===== config.mk =====
export PLATFORM = sky130hd
export DESIGN_NAME = load_store_unit
export DESIGN_NICKNAME = d
export VERILOG_FILES = /design/src/rtl/load_store_unit.sv
export SDC_FILE = /design/constraint.sdc
export NUM_CORES = 1
export LEC_CHECK = 0
export ABC_AREA = 1
export BUFFER_PORTS_ARGS = -buffer_cell sky130_fd_sc_hd__buf_2
export CAP_MARGIN = 20
export CELL_PAD_IN_SITES_DETAIL_PLACEMENT = 1
export CELL_PAD_IN_SITES_GLOBAL_PLACEMENT = 1
export CORE_ASPECT_RATIO = 1.2
export CORE_MARGIN = 3
export CORE_UTILIZATION = 37
export DETAILED_ROUTE_END_ITERATION = 8
export PLACE_DENSITY_LB_ADDON = 0.05
export SLEW_MARGIN = 20
export SYNTH_ARGS = -nofsm -noshare
export SYNTH_HDL_FRONTEND = slang
export SYNTH_SLANG_ARGS = --single-unit

===== constraint.sdc =====
create_clock -name i_clock -period 1.7 [get_ports i_clock]
set_input_delay 0.34 -clock i_clock [delete_from_list [all_inputs] [get_ports i_clock]]
set_output_delay 0.34 -clock i_clock [all_outputs]
set_load 0.03 [all_outputs]

===== src/rtl/load_store_unit.sv =====
// Byte/half/word load-store front end for a word-wide memory; sub-word stores use read-modify-write. Optional trap: LSU_MISALIGN_TRAP_EN.
// Latency: load/word store/error 1 cycle, sub-word store 2 cycles, then a 1-cycle o_rvalid; o_ready only in IDLE (core holds request).
module load_store_unit #(
  parameter int ADDR_WIDTH = 32,
  parameter int DATA_WIDTH = 32
) (
  input  logic                  i_clock,
  input  logic                  i_reset,
  input  logic                  i_req,
  output logic                  o_ready,
  input  logic [ADDR_WIDTH-1:0] i_addr,
  input  logic                  i_we,
  input  logic [1:0]            i_size,
  input  logic                  i_unsigned,
  input  logic [DATA_WIDTH-1:0] i_wdata,
  output logic                  o_rvalid,
  output logic [DATA_WIDTH-1:0] o_rdata,
  output logic                  o_error,
  output logic [ADDR_WIDTH-1:0] o_mem_addr,
  output logic                  o_mem_we,
  output logic [DATA_WIDTH-1:0] o_mem_wdata,
  input  logic [DATA_WIDTH-1:0] i_mem_rdata
);

  if (DATA_WIDTH != 32) begin : g_bad_width
    $error("load_store_unit supports DATA_WIDTH = 32 only");
  end

  localparam logic [1:0] SZ_BYTE = 2'b00;
  localparam logic [1:0] SZ_HALF = 2'b01;
  localparam logic [1:0] SZ_WORD = 2'b10;

  typedef enum logic [2:0] {
    S_IDLE,
    S_LOAD,
    S_WRITE,
    S_RMW_RD,
`ifdef LSU_MISALIGN_TRAP_EN
    S_RMW_WR,
    S_ERR
`else
    S_RMW_WR
`endif
  } state_t;

  // Latched request; size and lane are stored already normalised (no 2'b11 size, lane aligned to size).
  typedef struct packed {
    logic [1:0]            lane;
    logic [1:0]            size;
    logic                  is_unsigned;
    logic [DATA_WIDTH-1:0] wdata;
  } req_t;

  state_t state;
  req_t   req;

  logic [1:0]            eff_size;
  logic [1:0]            eff_lane;
  logic                  illegal;
  logic [4:0]            shamt;
  logic [DATA_WIDTH-1:0] lane_mask;
  logic [DATA_WIDTH-1:0] merged;
  logic [DATA_WIDTH-1:0] shifted;
  logic [DATA_WIDTH-1:0] load_val;

  assign o_ready = (state == S_IDLE);

  always_comb begin
    eff_size = (i_size == 2'b11) ? SZ_WORD : i_size;
    case (eff_size)
      SZ_BYTE: eff_lane = i_addr[1:0];
      SZ_HALF: eff_lane = {i_addr[1], 1'b0};
      default: eff_lane = 2'b00;
    endcase
    illegal = 1'b0;
`ifdef LSU_MISALIGN_TRAP_EN
    illegal = (i_size == 2'b11) ||
              ((i_size == SZ_HALF) && i_addr[0]) ||
              ((i_size == SZ_WORD) && (i_addr[1:0] != 2'b00));
`endif
  end

  // Lane merge for RMW and lane extraction for loads share one shift amount.
  always_comb begin
    shamt = {req.lane, 3'b000};
    case (req.size)
      SZ_BYTE: lane_mask = 32'h0000_00FF << shamt;
      SZ_HALF: lane_mask = 32'h0000_FFFF << shamt;
      default: lane_mask = 32'hFFFF_FFFF;
    endcase
    merged  = (i_mem_rdata & ~lane_mask) | ((req.wdata << shamt) & lane_mask);
    shifted = i_mem_rdata >> shamt;
    case (req.size)
      SZ_BYTE: load_val = req.is_unsigned ? {24'h0, shifted[7:0]}
                                          : {{24{shifted[7]}}, shifted[7:0]};
      SZ_HALF: load_val = req.is_unsigned ? {16'h0, shifted[15:0]}
                                          : {{16{shifted[15]}}, shifted[15:0]};
      default: load_val = i_mem_rdata;
    endcase
  end

`ifdef LSU_MISALIGN_TRAP_EN
  logic error_q;
  assign o_error = error_q;
`else
  assign o_error = 1'b0;
`endif

  always_ff @(posedge i_clock or negedge i_reset) begin
    if (!i_reset) begin
      state       <= S_IDLE;
      req         <= '0;
      o_rvalid    <= 1'b0;
      o_rdata     <= '0;
      o_mem_addr  <= '0;
      o_mem_we    <= 1'b0;
      o_mem_wdata <= '0;
`ifdef LSU_MISALIGN_TRAP_EN
      error_q     <= 1'b0;
`endif
    end else begin
      o_rvalid <= 1'b0;
`ifdef LSU_MISALIGN_TRAP_EN
      error_q  <= 1'b0;
`endif
      case (state)
        S_IDLE: begin
          o_mem_we <= 1'b0;
          if (i_req) begin
            req.lane        <= eff_lane;
            req.size        <= eff_size;
            req.is_unsigned <= i_unsigned;
            req.wdata       <= i_wdata;
            if (illegal) begin
`ifdef LSU_MISALIGN_TRAP_EN
              state <= S_ERR;
`endif
            end else begin
              o_mem_addr <= {i_addr[ADDR_WIDTH-1:2], 2'b00};
              if (!i_we) begin
                state <= S_LOAD;
              end else if (eff_size == SZ_WORD) begin
                state       <= S_WRITE;
                o_mem_we    <= 1'b1;
                o_mem_wdata <= i_wdata;
              end else begin
                state <= S_RMW_RD;
              end
            end
          end
        end
        S_LOAD: begin
          o_rdata  <= load_val;
          o_rvalid <= 1'b1;
          state    <= S_IDLE;
        end
        S_WRITE: begin
          o_mem_we <= 1'b0;
          o_rvalid <= 1'b1;
          state    <= S_IDLE;
        end
        S_RMW_RD: begin
          o_mem_wdata <= merged;
          o_mem_we    <= 1'b1;
          state       <= S_RMW_WR;
        end
        S_RMW_WR: begin
          o_mem_we <= 1'b0;
          o_rvalid <= 1'b1;
          state    <= S_IDLE;
        end
`ifdef LSU_MISALIGN_TRAP_EN
        S_ERR: begin
          o_rvalid <= 1'b1;
          error_q  <= 1'b1;
          state    <= S_IDLE;
        end
`endif
        default: begin
          o_mem_we <= 1'b0;
          state    <= S_IDLE;
        end
      endcase
    end
  end

endmodule


==> After elaboration in Yosys (flattened, before gate mapping) <==
Cells that the tools add are included.
{ "word_totals": {"out_inout_bits": 100, "regBits": 136} }
{ "op_classes": {"n_mux": 19, "shift": 4, "eq_ne": 11, "bitwise": 4, "reduce_logical": 7} }
{ "op_table": {"columns": ["operator", "n"], "rows": [
  ["$pmux W32 S2", 3],
  ["$mux W32", 5],
  ["$and A32 B32 Y32", 2],
  ["$not A32 Y32", 1],
  ["$or A32 B32 Y32", 1],
  ["$shl A16 B5 Y32 const A", 1],
  ["$shl A32 B5 Y32", 1],
  ["$shl A8 B5 Y32 const A", 1],
  ["$shr A32 B5 Y16", 1],
  ["$eq A3 B2 Y1 const B", 2],
  ["$pmux W3 S2", 1],
  ["$mux W1", 5],
  ["$eq A2 B1 Y1 const B", 2],
  ["$eq A2 B2 Y1 const B", 2],
  ["$logic_not A2 Y1", 2],
  ["$mux W2", 2],
  ["$ne A2 B1 Y1 const B", 2],
  ["$pmux W2 S2", 1],
  ["$reduce_and A4 Y1", 1],
  ["$eq A3 B1 Y1 const B", 1],
  ["$eq A3 B3 Y1 const B", 1],
  ["$logic_not A3 Y1", 1],
  ["$mux W3", 1],
  ["$pmux W1 S3", 1],
  ["other kinds (4)", 4]
]} }

==> Depth between registers and ports, before layout <==
{ "depth": {"ltp_word": 7, "depth_mapped": 11} }

==> Worst setup path before layout <==
OpenSTA, ideal clock, no wires.
{ "synth_timing": {"path_kind": "register to register", "start": "register req[36] (netlist bit)", "end": "register o_mem_wdata[5]", "synth_period_minus_slack_ns": 1.357, "required_ns": 1.577, "arrival_time_ns": 1.234, "stages_incl_launch_ff": 9, "slack_ns": 0.343, "path_buffers": 2, "cell_sequence": "dfrtp_1 > buf_6 > o21ai_4 > inv_2 > buf_2 > nand2_1 > nand3_1 > o21ai_0 > o21ai_1"} }
{ "synth_via": {"elab_chain_len": 6, "word_cells_on_any_way": 9} }
{ "synth_rtl": {"columns": ["item", "line", "text"], "rows": [
  ["start: declaration", "55", "req_t req;"],
  ["$shl A16 B5 Y32 or $shl A8 B5 Y32 (tied branches)", "88, 87", null],
  ["$pmux W32 S2", "86", "case (req.size)"],
  ["$not A32 Y32", "91", "merged = (i_mem_rdata & ~lane_mask) | ((req.wdata << shamt) & lane_mask);"],
  ["$and A32 B32 Y32", "91", null],
  ["$or A32 B32 Y32 *", "91", null],
  ["$pmux W32 S2 *", "126", "case (state)"],
  ["end signal: assignment", "145", "o_mem_wdata <= i_wdata;"],
  ["end signal: assignment", "163", "o_mem_wdata <= merged;"],
  ["end: declaration", "21", "output logic [DATA_WIDTH-1:0] o_mem_wdata,"]
]} }
Every way passes the cells marked *; elsewhere a longest branch is shown, timed or not.
A chain may end at the register's enable or synchronous reset.

==> Worst setup path after layout <==
{ "layout_timing": {"start": "register state[1]", "end": "register o_mem_addr[22]"} }
{ "layout_via": {"elab_chain_len": 2} }
{ "layout_rtl": {"columns": ["item", "line", "text"], "rows": [
  ["start: declaration", "54", "state_t state;"],
  ["start signal: assignment", "111", "state <= S_IDLE;"],
  ["start signal: assignment", "141", "state <= S_LOAD;"],
  ["start signal: assignment", "143", "state <= S_WRITE;"],
  ["$logic_not A3 Y1", "126", null],
  ["$reduce_and A2 Y1 (no source line)", null, null],
  ["end signal: assignment", "139", "o_mem_addr <= {i_addr[ADDR_WIDTH-1:2], 2'b00};"],
  ["end: declaration", "19", "output logic [ADDR_WIDTH-1:0] o_mem_addr,"]
]} }
No other way between the ends.

==> results.md <==
- Outcome: finished clean
- Seq cells post-synth: between 100 and 150
- CP required: ~2.0 ns
- Max cap viols: 0
- N_diodes: 0
- Arrival time at the worst endpoint: 1.90 ns
- RSZ-0062 raised after global routing: no
- Syn-to-layout area delta: 28.4%
- Row count: 55
- CTS Root Cell: clkbuf_16
- Share of layout cells above drive strength 1: about a quarter
- Logic pwr share: between 30% and 40%
- Starting Density: between 30% and 40%
- Worst Reg2Reg Path Length in Cells: 8
- Worst Hold Slack: between 0.1 and 0.15 ns
- Tot GR Track Use: between 20 and 25%
- Setup ws final: ~0.10 ns
- Final setup TNS: 0 ns
- Design Area, Final: approximately 9300 um2
- Post-Syn Instances: 993
- Nets: about 1300
- # setup viols final: 0
- Final ANT Viol Nets: 0
- CTS clk-pin slew, worst paths: ~0.070 ns
- Critical path capture point: o_mem_addr[22]
- Critical Path End Type: flop
- Register area share after synthesis: 47.0%
- Worst skew pair latency: ~0.42 ns
- First-pass GRT wire length: about 41000 um
- Setup crit start: state[1]
- Post-synth top area cell: dfrtp_1
- Critical-path maximum fanout: 30
- Final design utilization: between 40% and 50%
- Pre-Repair DR Iteration Count: 4
- H-tree Lvls: 4
- Sequential share of power: between 30% and 40%
- Largest net degree at the start of global routing: 43
- Worst reg2reg startpoint: state[1]
- Max Slew Vio Count: 0
- Final hold vios: 0
- Avg Inst Size Synth: between 7 and 8 um2
- Wire per inst: about 18 um
- GP Congestion: ~0.85
- Synth area leaders: dfrtp_1 47%, nand2_1 21%, nand3_1 8.3%, a21oi_1 4.6%, inv_1 3.2%
- Total gr overflow: 0
- Clock power frac: approximately 29%
- Hold WC Path Type: in -> reg
- First-iteration detailed-routing DRC count: 275
- Final WL: around 26000 um
- Final min period: 1.60 ns
- PortBufs: ~200
- Pre-CTS setup slack: -0.00907 ns
- Vias per cell: 5.02
- TritonCTS buffer count: 17
- IO Pins: just over 200
- Synth warn: 0
- Initial antenna violation count: 2
- Cell with the most instances after synthesis: nand2_1
- Post-synth top cells: 410 x nand2_1, 136 x dfrtp_1, 120 x nand3_1
- Clock Skew: 0.0133 ns
- TritonCTS Sinks: between 100 and 150
- Area after DPL: approximately 8600 um2
- Primary FF master, synth: dfrtp_1
- Clock Path Buffers: 2
- Peak VDD IR: roughly 0.72 mV
- Die footprint: 21300 um2
- Async S/R FF share, synth: 100%
- Fmax: between 600 and 700 MHz
- R2R Path End: o_mem_addr[22]
- Post-synth EDFFs: 0
- Final worst-path cycle share: about 94%
- DR vias: between 7000 and 8000
- CTS tree: built
- Via count of the first global-routing pass: 7547
- Reg-to-reg slack, setup: between 0.1 and 0.15 ns
- Remaining DRCs: 0
- Pwr dens: around 1400 nW/um2
- Die W: approximately 130 um
- Leakage power: between 0.004 and 0.005 uW
- Post-Syn Area: a little over 7000 um2
- Synth top area share: 47.0%
- Chip height: about 160 um
- Unique masters post-synth: 27
- Core area: around 19000 um2
- Critical path type: reg -> reg
- Switch Pwr: about 5500 uW
- Sw Ratio: a little over 40%
- Pint: a little under 8000 uW
- Worst Setup Start Kind: flop
- Post-DP HPWL: 18800 um
layout make-up:
cell class                 instances  area [um2]
clock buffer                      18         439
clock inverter                    14         165
fill                            2491        9760
inverter                          70         268
multi-input combinational        732        3280
sequential                       136        3400
tap                              256         320
timing repair buffer             232        1430
kinds of logic (layout without fill, tap and decap cells):
logic type	after synthesis	after routing	share of synthesized area [%]
compound gates	126	126	9.10
simple gates	603	603	35.7
other cells	1	3	0.0518
flops	136	136	47.0
buf+inv	127	334	8.17
per-layer routing:
layer / global-route usage (%) / part of all wire (%) / wire (um)
met1: 32.8 / 45 / 11400
met2: 38.8 / 47 / 12000
met3: 5.63 / 6.1 / 1570
met4: 7.44 / 2.2 / 551
met5: 0 / 0.11 / 27
timing repair:
item	in CTS	in global routing
endpoints found under the setup margin	11	26
gates cloned	0	0
buffers inserted	2	1
endpoints found under the hold margin	25	0
pin swaps	2	1
hold buffers	1	0
resized for setup	7	4
metrics by stage:
stage	instances	total power [uW]
after floorplan	995	7790
after global placement	1423	9460
after detailed placement	1423	9560
after CTS	1457	13400
after global routing	1458	14100
final	1458	13300
registers in the layout, indices dropped and copies added (netlist names):
| register | flops |
|---|---|
| req | 37 |
| o_mem_wdata | 32 |
| o_rdata | 32 |
| o_mem_addr | 30 |
| state | 3 |
| o_mem_we | 1 |
| o_rvalid | 1 |
layout by cell type (no fill, tap or decap), types with 7 or more instances in the layout:
cell type / count
nand2_1: 409
buf_2: 197
dfrtp_1: 135
nand3_1: 120
a21oi_1: 67
inv_1: 60
o21ai_0: 43
nor2_1: 29
or2_2: 23
buf_4: 18
clkbuf_16: 17
buf_12: 13
inv_2: 8
o21ai_1: 8
nand2_2: 7
o211ai_1: 7
power by group through the flow:
stage          logic [uW]  clock network, uW  registers [uW]
6_report             4930               3810            4570
5_1_grt              5420               4040            4680
4_1_cts              4990               3880            4570
3_5_place_dp         4950                  0            4610
3_3_place_gp         4860                  0            4600
2_1_floorplan        1960                  0            5830
critical path, stage by stage (launching register included):
cell and delay [ns]:
dfrtp_1 0.42, nor2_4 0.16, nand2_4 0.07, buf_4 0.14, nor2_4 0.16, inv_2 0.18
buf_12 0.22, nand2_1 0.07, nand2_1 0.05
worst min path at each step:
| stage | from | to | slack, ns | cells after the start |
|---|---|---|---|---|
| floorplan | i_reset | o_mem_addr[10] | 0.04 | 0 |
| global placement | i_reset | req[4] | 0.26 | 1 |
| detailed placement | i_reset | o_mem_wdata[1] | 0.25 | 1 |
| CTS | i_addr[7] | o_mem_addr[7] | 0.1 | 3 |
| global route | i_addr[13] | o_mem_addr[13] | 0.1 | 3 |
| finish | i_addr[28] | o_mem_addr[28] | 0.11 | 3 |
Power figures use the tool's default switching activity.
